[src/rtl/mc_pkg.sv]
// mc_pkg: definitions shared by the multicycle control FSM, the datapath and
// the ALU of the 16-bit machine.
//   - state_t     : control FSM state encoding
//   - OP_*        : opcode values carried in IR[15:12]
//   - ALU_*       : ALU operation select codes (R-type funct maps straight onto these)
//   - PC_SRC_*    : PC input mux selects
//   - SRC_B_*     : ALU B-operand mux selects
//   - iclass_t    : instruction-class flags produced by mc_decode
package mc_pkg;

    localparam int OP_W    = 4;
    localparam int ALUOP_W = 3;

    typedef enum logic [2:0] {
        FETCH  = 3'd0,
        DECODE = 3'd1,
        EXEC   = 3'd2,
        MEM    = 3'd3,
        WB     = 3'd4,
        HALT   = 3'd5
    } state_t;

    localparam logic [OP_W-1:0] OP_RTYPE = 4'h0;
    localparam logic [OP_W-1:0] OP_ADDI  = 4'h1;
    localparam logic [OP_W-1:0] OP_LW    = 4'h2;
    localparam logic [OP_W-1:0] OP_SW    = 4'h3;
    localparam logic [OP_W-1:0] OP_BEQ   = 4'h4;
    localparam logic [OP_W-1:0] OP_J     = 4'h5;
    localparam logic [OP_W-1:0] OP_HALT  = 4'hF;

    localparam logic [ALUOP_W-1:0] ALU_ADD = 3'd0;
    localparam logic [ALUOP_W-1:0] ALU_SUB = 3'd1;
    localparam logic [ALUOP_W-1:0] ALU_AND = 3'd2;
    localparam logic [ALUOP_W-1:0] ALU_OR  = 3'd3;
    localparam logic [ALUOP_W-1:0] ALU_XOR = 3'd4;
    localparam logic [ALUOP_W-1:0] ALU_SLT = 3'd5;
    localparam logic [ALUOP_W-1:0] ALU_SLL = 3'd6;
    localparam logic [ALUOP_W-1:0] ALU_SRL = 3'd7;

    localparam logic [1:0] PC_SRC_ALU    = 2'd0;  // PC + 2 straight from the ALU
    localparam logic [1:0] PC_SRC_ALUOUT = 2'd1;  // branch target latched in ALUOut
    localparam logic [1:0] PC_SRC_JUMP   = 2'd2;  // jump target

    localparam logic [1:0] SRC_B_RD2     = 2'd0;
    localparam logic [1:0] SRC_B_TWO     = 2'd1;
    localparam logic [1:0] SRC_B_IMM     = 2'd2;  // sign-extended imm6
    localparam logic [1:0] SRC_B_IMM_SH1 = 2'd3;  // sign-extended imm6 << 1

    typedef struct packed {
        logic is_rtype;
        logic is_addi;
        logic is_ld;
        logic is_st;
        logic is_mem;
        logic is_beq;
        logic is_jmp;
        logic is_halt;
        logic illegal;
    } iclass_t;

endpackage

[src/rtl/mc_decode.sv]
// mc_decode: combinational opcode -> instruction-class flags.
// Ports:
//   opcode  in  OPW       IR[15:12]
//   cls     out iclass_t  one-hot-ish class flags; is_mem covers both LW and SW,
//                         illegal is set for every opcode outside the defined set
module mc_decode
    import mc_pkg::*;
#(
    parameter int OPW = OP_W
) (
    input  logic [OPW-1:0] opcode,
    output iclass_t        cls
);

    always_comb begin
        cls = '0;
        case (opcode)
            OP_RTYPE: cls.is_rtype = 1'b1;
            OP_ADDI:  cls.is_addi  = 1'b1;
            OP_LW: begin
                cls.is_ld  = 1'b1;
                cls.is_mem = 1'b1;
            end
            OP_SW: begin
                cls.is_st  = 1'b1;
                cls.is_mem = 1'b1;
            end
            OP_BEQ:   cls.is_beq   = 1'b1;
            OP_J:     cls.is_jmp   = 1'b1;
            OP_HALT:  cls.is_halt  = 1'b1;
            default:  cls.illegal  = 1'b1;
        endcase
    end

endmodule

[src/rtl/mc_control.sv]
// mc_control: multicycle control FSM for the 16-bit datapath.
// Sequences FETCH/DECODE/EXEC/MEM/WB (plus absorbing HALT) and drives every
// datapath enable and mux select.
//
// Optional feature macro: MC_SINGLE_STEP_EN
//   defined   - FETCH idles with mem_req=0 until step=1 is sampled, then one
//               full instruction runs; step held high runs continuously.
//   undefined - free-running, step is ignored.
//
// Ports:
//   clk, rst          clock; asynchronous active-high reset
//   opcode, funct     IR[15:12] and IR[2:0]
//   zero              ALU zero flag, used by BEQ in EXEC
//   mem_ready         memory finishes the current access this cycle
//   step              single-step advance (feature build only)
//   mem_req, mem_we, iord               memory request / store / address select
//   ir_write, pc_write, pc_src          IR and PC load controls
//   reg_write, reg_dst, mem_to_reg      register file write controls
//   alu_src_a, alu_src_b, alu_op        ALU operand selects and operation
//   halted            sticky after HALT until rst
//   illegal           one-cycle pulse in DECODE for an undefined opcode
//   dbg_state         current FSM state
//
// Handshake: mem_req rises in FETCH/MEM and stays high with all other outputs
// unchanged until a cycle in which mem_ready=1; that cycle completes the access.
// mem_ready is ignored whenever mem_req=0.
module mc_control
    import mc_pkg::*;
#(
    parameter int OPW    = OP_W,
    parameter int ALUOPW = ALUOP_W
) (
    input  logic              clk,
    input  logic              rst,
    input  logic [OPW-1:0]    opcode,
    input  logic [2:0]        funct,
    input  logic              zero,
    input  logic              mem_ready,
    input  logic              step,
    output logic              mem_req,
    output logic              mem_we,
    output logic              iord,
    output logic              ir_write,
    output logic              pc_write,
    output logic [1:0]        pc_src,
    output logic              reg_write,
    output logic              reg_dst,
    output logic              mem_to_reg,
    output logic              alu_src_a,
    output logic [1:0]        alu_src_b,
    output logic [ALUOPW-1:0] alu_op,
    output logic              halted,
    output logic              illegal,
    output state_t            dbg_state
);

    state_t  state;
    iclass_t cls;

    // fetch_en gates the FETCH outputs. It is cleared by reset so that nothing
    // is requested while rst is high and the first mem_req appears only one
    // cycle after rst falls; in the single-step build it also holds the FSM
    // idle in FETCH until step is seen.
    logic fetch_en;

`ifndef MC_SINGLE_STEP_EN
    logic unused_step;
    assign unused_step = step;
`endif

    mc_decode #(.OPW(OPW)) u_decode (
        .opcode (opcode),
        .cls    (cls)
    );

    always_ff @(posedge clk or posedge rst) begin
        if (rst) begin
            state    <= FETCH;
            fetch_en <= 1'b0;
        end else begin
`ifdef MC_SINGLE_STEP_EN
            // Re-sample step while an instruction is in flight and while idle;
            // once a fetch has started it must not be abandoned mid-handshake.
            if (state != FETCH || !fetch_en) begin
                fetch_en <= step;
            end
`else
            fetch_en <= 1'b1;
`endif
            case (state)
                FETCH: begin
                    if (fetch_en && mem_ready) state <= DECODE;
                end
                DECODE: begin
                    if (cls.is_halt)                  state <= HALT;
                    else if (cls.is_jmp || cls.illegal) state <= FETCH;
                    else                              state <= EXEC;
                end
                EXEC: begin
                    if (cls.is_mem)      state <= MEM;
                    else if (cls.is_beq) state <= FETCH;
                    else                 state <= WB;
                end
                MEM: begin
                    if (mem_ready) state <= cls.is_ld ? WB : FETCH;
                end
                WB:      state <= FETCH;
                HALT:    state <= HALT;
                default: state <= FETCH;
            endcase
        end
    end

    always_comb begin
        mem_req    = 1'b0;
        mem_we     = 1'b0;
        iord       = 1'b0;
        ir_write   = 1'b0;
        pc_write   = 1'b0;
        pc_src     = PC_SRC_ALU;
        reg_write  = 1'b0;
        reg_dst    = 1'b0;
        mem_to_reg = 1'b0;
        alu_src_a  = 1'b0;
        alu_src_b  = SRC_B_RD2;
        alu_op     = ALUOPW'(ALU_ADD);
        halted     = 1'b0;
        illegal    = 1'b0;
        case (state)
            FETCH: begin
                if (fetch_en) begin
                    mem_req   = 1'b1;
                    alu_src_b = SRC_B_TWO;
                    if (mem_ready) begin
                        ir_write = 1'b1;
                        pc_write = 1'b1;
                    end
                end
            end
            DECODE: begin
                // Branch target PC + (imm6 << 1) lands in ALUOut for BEQ.
                alu_src_b = SRC_B_IMM_SH1;
                illegal   = cls.illegal;
                if (cls.is_jmp) begin
                    pc_write = 1'b1;
                    pc_src   = PC_SRC_JUMP;
                end
            end
            EXEC: begin
                alu_src_a = 1'b1;
                if (cls.is_rtype) begin
                    alu_op = ALUOPW'(funct);
                end else if (cls.is_beq) begin
                    alu_op   = ALUOPW'(ALU_SUB);
                    pc_write = zero;
                    pc_src   = PC_SRC_ALUOUT;
                end else if (cls.is_addi || cls.is_mem) begin
                    alu_src_b = SRC_B_IMM;
                end
            end
            MEM: begin
                mem_req = 1'b1;
                iord    = 1'b1;
                mem_we  = cls.is_st;
            end
            WB: begin
                reg_write  = 1'b1;
                reg_dst    = cls.is_rtype;
                mem_to_reg = cls.is_ld;
            end
            HALT:    halted = 1'b1;
            default: ;
        endcase
    end

    assign dbg_state = state;

endmodule

[config.mk]
export PLATFORM = sky130hd
export DESIGN_NAME = mc_control
export DESIGN_NICKNAME = d
export VERILOG_FILES = /design/src/rtl/mc_pkg.sv /design/src/rtl/mc_decode.sv /design/src/rtl/mc_control.sv
export SDC_FILE = /design/constraint.sdc
export NUM_CORES = 1
export LEC_CHECK = 0
export CAP_MARGIN = 20
export CORE_AREA = 2 2 39 41
export DETAILED_ROUTE_END_ITERATION = 8
export DIE_AREA = 0 0 41 43
export DONT_BUFFER_PORTS = 1
export HOLD_SLACK_MARGIN = 0.06
export MAX_ROUTING_LAYER = met4
export PLACE_DENSITY = 0.53
export SLEW_MARGIN = 20
export SYNTH_ARGS = -nofsm -noshare
export SYNTH_HDL_FRONTEND = slang
export SYNTH_SLANG_ARGS = --single-unit
[constraint.sdc]
create_clock -name clk -period 1.6 [get_ports clk]
set_input_delay 0.16 -clock clk [delete_from_list [all_inputs] [get_ports clk]]
set_output_delay 0.16 -clock clk [all_outputs]
set_load 0.02 [all_outputs]
# Word-level counts from Yosys, hierarchy flattened
# Index checks and enable logic that the tools add are counted.
# totals
ff_bits	4
inputBits	12
output_inout_bits	21
word_cells	69
# classes
n_eq_ne	13
muxes	46
reduce_logical	8
# ops
operator	n
$mux 1	28
$mux 3	8
$pmux 3 s5	1
$mux 2	5
$eq 4x2->1 const B	2
$eq 4x3->1 const B	2
$reduce_or 7->1	1
$eq 3x2->1 const B	2
$eq 3x3->1 const B	2
$pmux 2 s3	1
$eq 4x1->1 const B	1
$eq 4x4->1 const B	1
$logic_not 4->1	1
$ne 2x2->1 const B	2
$pmux 2 s2	1
$eq 3x1->1 const B	1
$logic_not 3->1	1
$pmux 1 s3	1
$logic_or 1x1->1	2
$pmux 1 s2	1
$reduce_and 2->1	1
$reduce_or 2->1	1
$logic_and 1x1->1	1

# Logic depth before layout (Yosys ltp)
# logic_depth
ltp_word	8
mapped_depth	4
depth_no_buf	4

# Hierarchy
# A second synthesis with hierarchy kept.
# unflattened
hier_cells	72
area_unflattened_um2	498.0
# modules_own_cells
mod	n_inst	cells_per_inst	area_per_inst_um2	seq_area_each_um2
mc_control	1	59	417.9	100.1
mc_decode	1	13	80.1	0.0

# Worst setup path after synthesis
# No wires, ideal clock.
# synth_path
path_kind	reg-to-output
from	register state[0] (netlist: dbg_state[0])
to	output mem_to_reg
arrival_ns	1.911
t_required_ns	1.440
slack_ns	-0.471
path_stages_with_launch	5
path_buffers	1
cell_sequence	dfrtp_1 -> buf_1 -> nor3b_1 -> nand2_1 -> nor3_1
# synth_between
elab_chain_cells	2
# synth_lines
item	line_no	rtl
from (decl)	mc_control.sv:57	state_t state;
from (signal assigned)	mc_control.sv:105	if (mem_ready) state <= cls.is_ld ? WB : FETCH;
$eq 3x3->1	mc_control.sv:129	case (state)
$mux 1	mc_control.sv:129	
to (decl)	mc_control.sv:48	output logic mem_to_reg,
# Every way passes these cells.

# Final worst setup path
# layout_path
from	register state[0] (netlist: dbg_state[0])
to	output pc_write
# layout_between
elab_chain_cells	2
elab_cells_between_ends	4
classes_between	2 x eq/ne; 1 x mux; 1 x reduce/logical
# layout_lines
item	line_no	rtl
$eq 3x2->1 (tied with other cells)	mc_control.sv:129	
$pmux 1 s3 (*)	mc_control.sv:129	
to (decl)	mc_control.sv:44	output logic pc_write,
# Mark *: on every way between the ends. The rest lies on a longest branch, timed or not.

==> flow_metrics.py <==
metrics = {
    "outcome": {
        "status": "finished, violations left",
        "violations": "setup timing",
    },
    "grt": {
        "grt_max_degree": 14,
        "grt_pass1_vias": 455,
        "grt_pass1_wl_um": 1911,
        "grt_overflow": 0,
        "track_usage": 0.1643,
        "antenna_found_initial": 0,
    },
    "pwr": {
        "p_int_mw": 0.3122,
        "power_density_nw_per_um2": 759.6,
        "p_switching_mw": 0.2105,
        "comb_power_share": 0.506,
        "clkPwrFrac": 0.261,
        "total_leakage_power_nw": 0.3193,
        "seq_power_share": 0.233,
        "swShare": 0.4027,
        "peakVddDrop_v": 0.0003193,
    },
    "drt": {
        "drt-total-wl_um": 1210,
        "first_iter_violations": 10,
        "top_layer_used": "met4",
        "route.detailed.drc": 0,
        "wl_met1_um": 466,
        "ant_nets": 0,
        "vias": 515,
        "wl_met2_um": 607,
        "wl_per_cell_um": 13.15,
        "dr.pass1.iters": 4,
        "dr_wl_met3_um": 123,
        "avgViaCountPerCell": 5.598,
    },
    "floorplan": {
        "core-area_um2": 1384,
        "pin_count": 33,
        "rows": 14,
        "die_h_um": 43,
        "initial_core_util": 0.3291,
        "die_w_um": 41,
        "dieArea_um2": 1763,
    },
    "worst_setup_path": {
        "cp_max_fo": 4,
        "cpMaxStageDelayCell": "or3b_4",
        "critical_path_class": "register to output port",
        "path_buf_inv": 1,
        "critical_path.endpoint_type": "output port",
        "required_ps": 1440,
        "critPathArrivalTime_ps": 1570,
        "cp-start-kind": "register",
        "crit_chain": "or3b_4 -> inv_4 -> nand2_4 -> o311ai_4",
        "slowest_delay_ps": 440,
        "cp_top_family": "simple AND/OR/NAND/NOR gates",
    },
    "run": {
        "cap_violations": 0,
    },
    "timing": {
        "fin_crit_sh": 1.083,
        "setup_viol": 6,
        "grt_setup_unrepaired": "yes",
        "fmax_mhz": 577.2,
        "fin_crit_ps": 1732,
        "setup_ws_ps": -132.4,
        "slew_violations": 0,
        "finClkSkew_ps": 11.30,
        "finalHoldViolCount": 0,
    },
    "layout": {
        "syn2layout_area_growth_pct": 51.10,
        "drive_gt1_frac": 0.4868,
        "utilization": 0.4973,
        "antennaDiodeCount": 0,
        "final_nets": 89,
        "fin_cells": 92,
        "layout_common_cells": "buf_4, a21oi_1, inv_1, nor2_1, nor3_2",
        "final_common_cell": "buf_4",
    },
    "placed_design": {
        "gp_congestion": 0.7212,
        "dp_hpwl_um": 900,
        "dp_slack_ps": 60.05,
        "dp_cells": 86,
        "io_buffers": 0,
    },
    "clock_network": {
        "cts_buffers": 3,
        "htreeDepth": 1,
        "cts_root_buf": "clkbuf_4",
        "cts.clk_slew.worst_paths_ps": 40,
        "cts.sinks": 4,
        "tritoncts": "yes",
        "clock_latency_ps": 240,
        "clockBufferDepth": 2,
    },
    "hold_path": {
        "min_path_type": "input pin to register",
    },
    "yosys": {
        "ys_seq_area_frac": 0.2198,
        "synth_area_um2": 455.4,
        "syn_nets": 76,
        "ys_ff_latch": 4,
        "synth_cells": 64,
        "synth.distinct_cells": 32,
        "yosys_warnings": 0,
        "syn_area_per_cell_um2": 7.116,
    },
}
[power groups by stage]
stage	registers (mW)	logic, mW	clock network, mW
floorplan	0.145	0.166	0
global placement	0.122	0.233	0
detailed placement	0.122	0.234	0
CTS	0.121	0.249	0.145
global route	0.123	0.290	0.151
finish	0.122	0.265	0.136
[registers in the layout (all words and copies together), names as in the netlist]
register   cells
dbg_state      3
fetch_en       1
[worst paths after layout]
check                                          from                  endpoint  slack [ps]  cells after the start
setup reg to reg           dbg_state[2]$_DFFE_PP0P_  dbg_state[0]$_DFFE_PP0P_         300                      5
hold / removal                            opcode[1]  dbg_state[2]$_DFFE_PP0P_         110                      2
hold reg to reg            dbg_state[2]$_DFFE_PP0P_  dbg_state[1]$_DFFE_PP0P_         630                      2
setup / recovery           dbg_state[0]$_DFFE_PP0P_                  pc_write        -130                      4
max in group asynchronous                       rst  dbg_state[1]$_DFFE_PP0P_        1180                      2
min in group asynchronous                       rst  dbg_state[0]$_DFFE_PP0P_         240                      2
[timing repair]
action / in CTS / in global routing
buffers inserted: 0 / 1
pin swaps: 1 / 4
hold buffers: 1 / 0
resized for setup: 7 / 12
hold endpoints to repair: 4 / 0
setup endpoints to repair: 11 / 12
[cell type report]
type                            instances  area, µm²
Sequential cell                         4      103.9
Timing Repair Buffer                   13      107.6
Clock buffer                            4      26.28
Inverter                                6      25.02
Tap cell                               16      20.02
Multi-Input combinational cell         49      405.4
Fill cell                             145      695.7
[per-stage QoR]
step                power (mW)  instance area (µm²)  TNS (ps)  hold slack (ps)
floorplan               0.3103                500.5    -420.5           -74.12
global placement        0.3549                583.1         0           -63.38
detailed placement      0.3562                583.1         0           -59.60
CTS                     0.5144                640.6    -591.8            96.70
global route            0.5634                688.2    -865.1            128.4
finish                  0.5227                688.2    -343.0            109.6
[layer usage]
layer	GRT usage	vias to the layer above
li1	-	250
met1	0.1987	236
met2	0.2188	27
met3	0.05236	2
met4	0.1200	0
met5	-	-
[synthesized netlist by cell type]
cell | number | share of area
a21oi_1 | 4 | 0.044
and2_1 | 2 | 0.027
and2b_1 | 1 | 0.016
and3_1 | 2 | 0.027
and4_1 | 2 | 0.038
buf_1 | 1 | 0.0082
buf_2 | 1 | 0.011
clkbuf_1 | 3 | 0.025
conb_1 | 1 | 0.0082
dfrtp_1 | 4 | 0.22
inv_1 | 5 | 0.041
inv_2 | 1 | 0.0082
mux2i_1 | 1 | 0.022
nand2_1 | 3 | 0.025
nand2_2 | 1 | 0.014
nand2b_1 | 2 | 0.027
nand3_1 | 1 | 0.011
nand3b_1 | 1 | 0.016
nand4b_1 | 1 | 0.019
nor2_1 | 6 | 0.049
nor2b_1 | 2 | 0.027
nor3_1 | 5 | 0.055
nor3b_1 | 2 | 0.033
nor4b_1 | 2 | 0.038
nor4bb_1 | 1 | 0.022
o211ai_1 | 1 | 0.016
o21a_1 | 1 | 0.016
o21ai_0 | 3 | 0.033
o221ai_1 | 1 | 0.019
o311ai_2 | 1 | 0.036
o41ai_1 | 1 | 0.019
or3b_4 | 1 | 0.025
[cell families (layout without fill, tap and decap cells)]
logic type,Yosys count,in the layout,synth area share
and+or+nand+nor,35,35,0.4725
AOI/OAI and AO/OA,12,12,0.1841
buffers and inverters,11,23,0.09338
DFF,4,4,0.2198
other,1,1,0.008234
muxes,1,1,0.02198
[worst register-to-register path, stage by stage (launching register included)]
cell      delay (ps)
dfrtp_2          400
buf_6            160
nor2_4           150
nand4b_1         240
buf_4            220
o211ai_1          60
(Power assumes the default switching activity.)
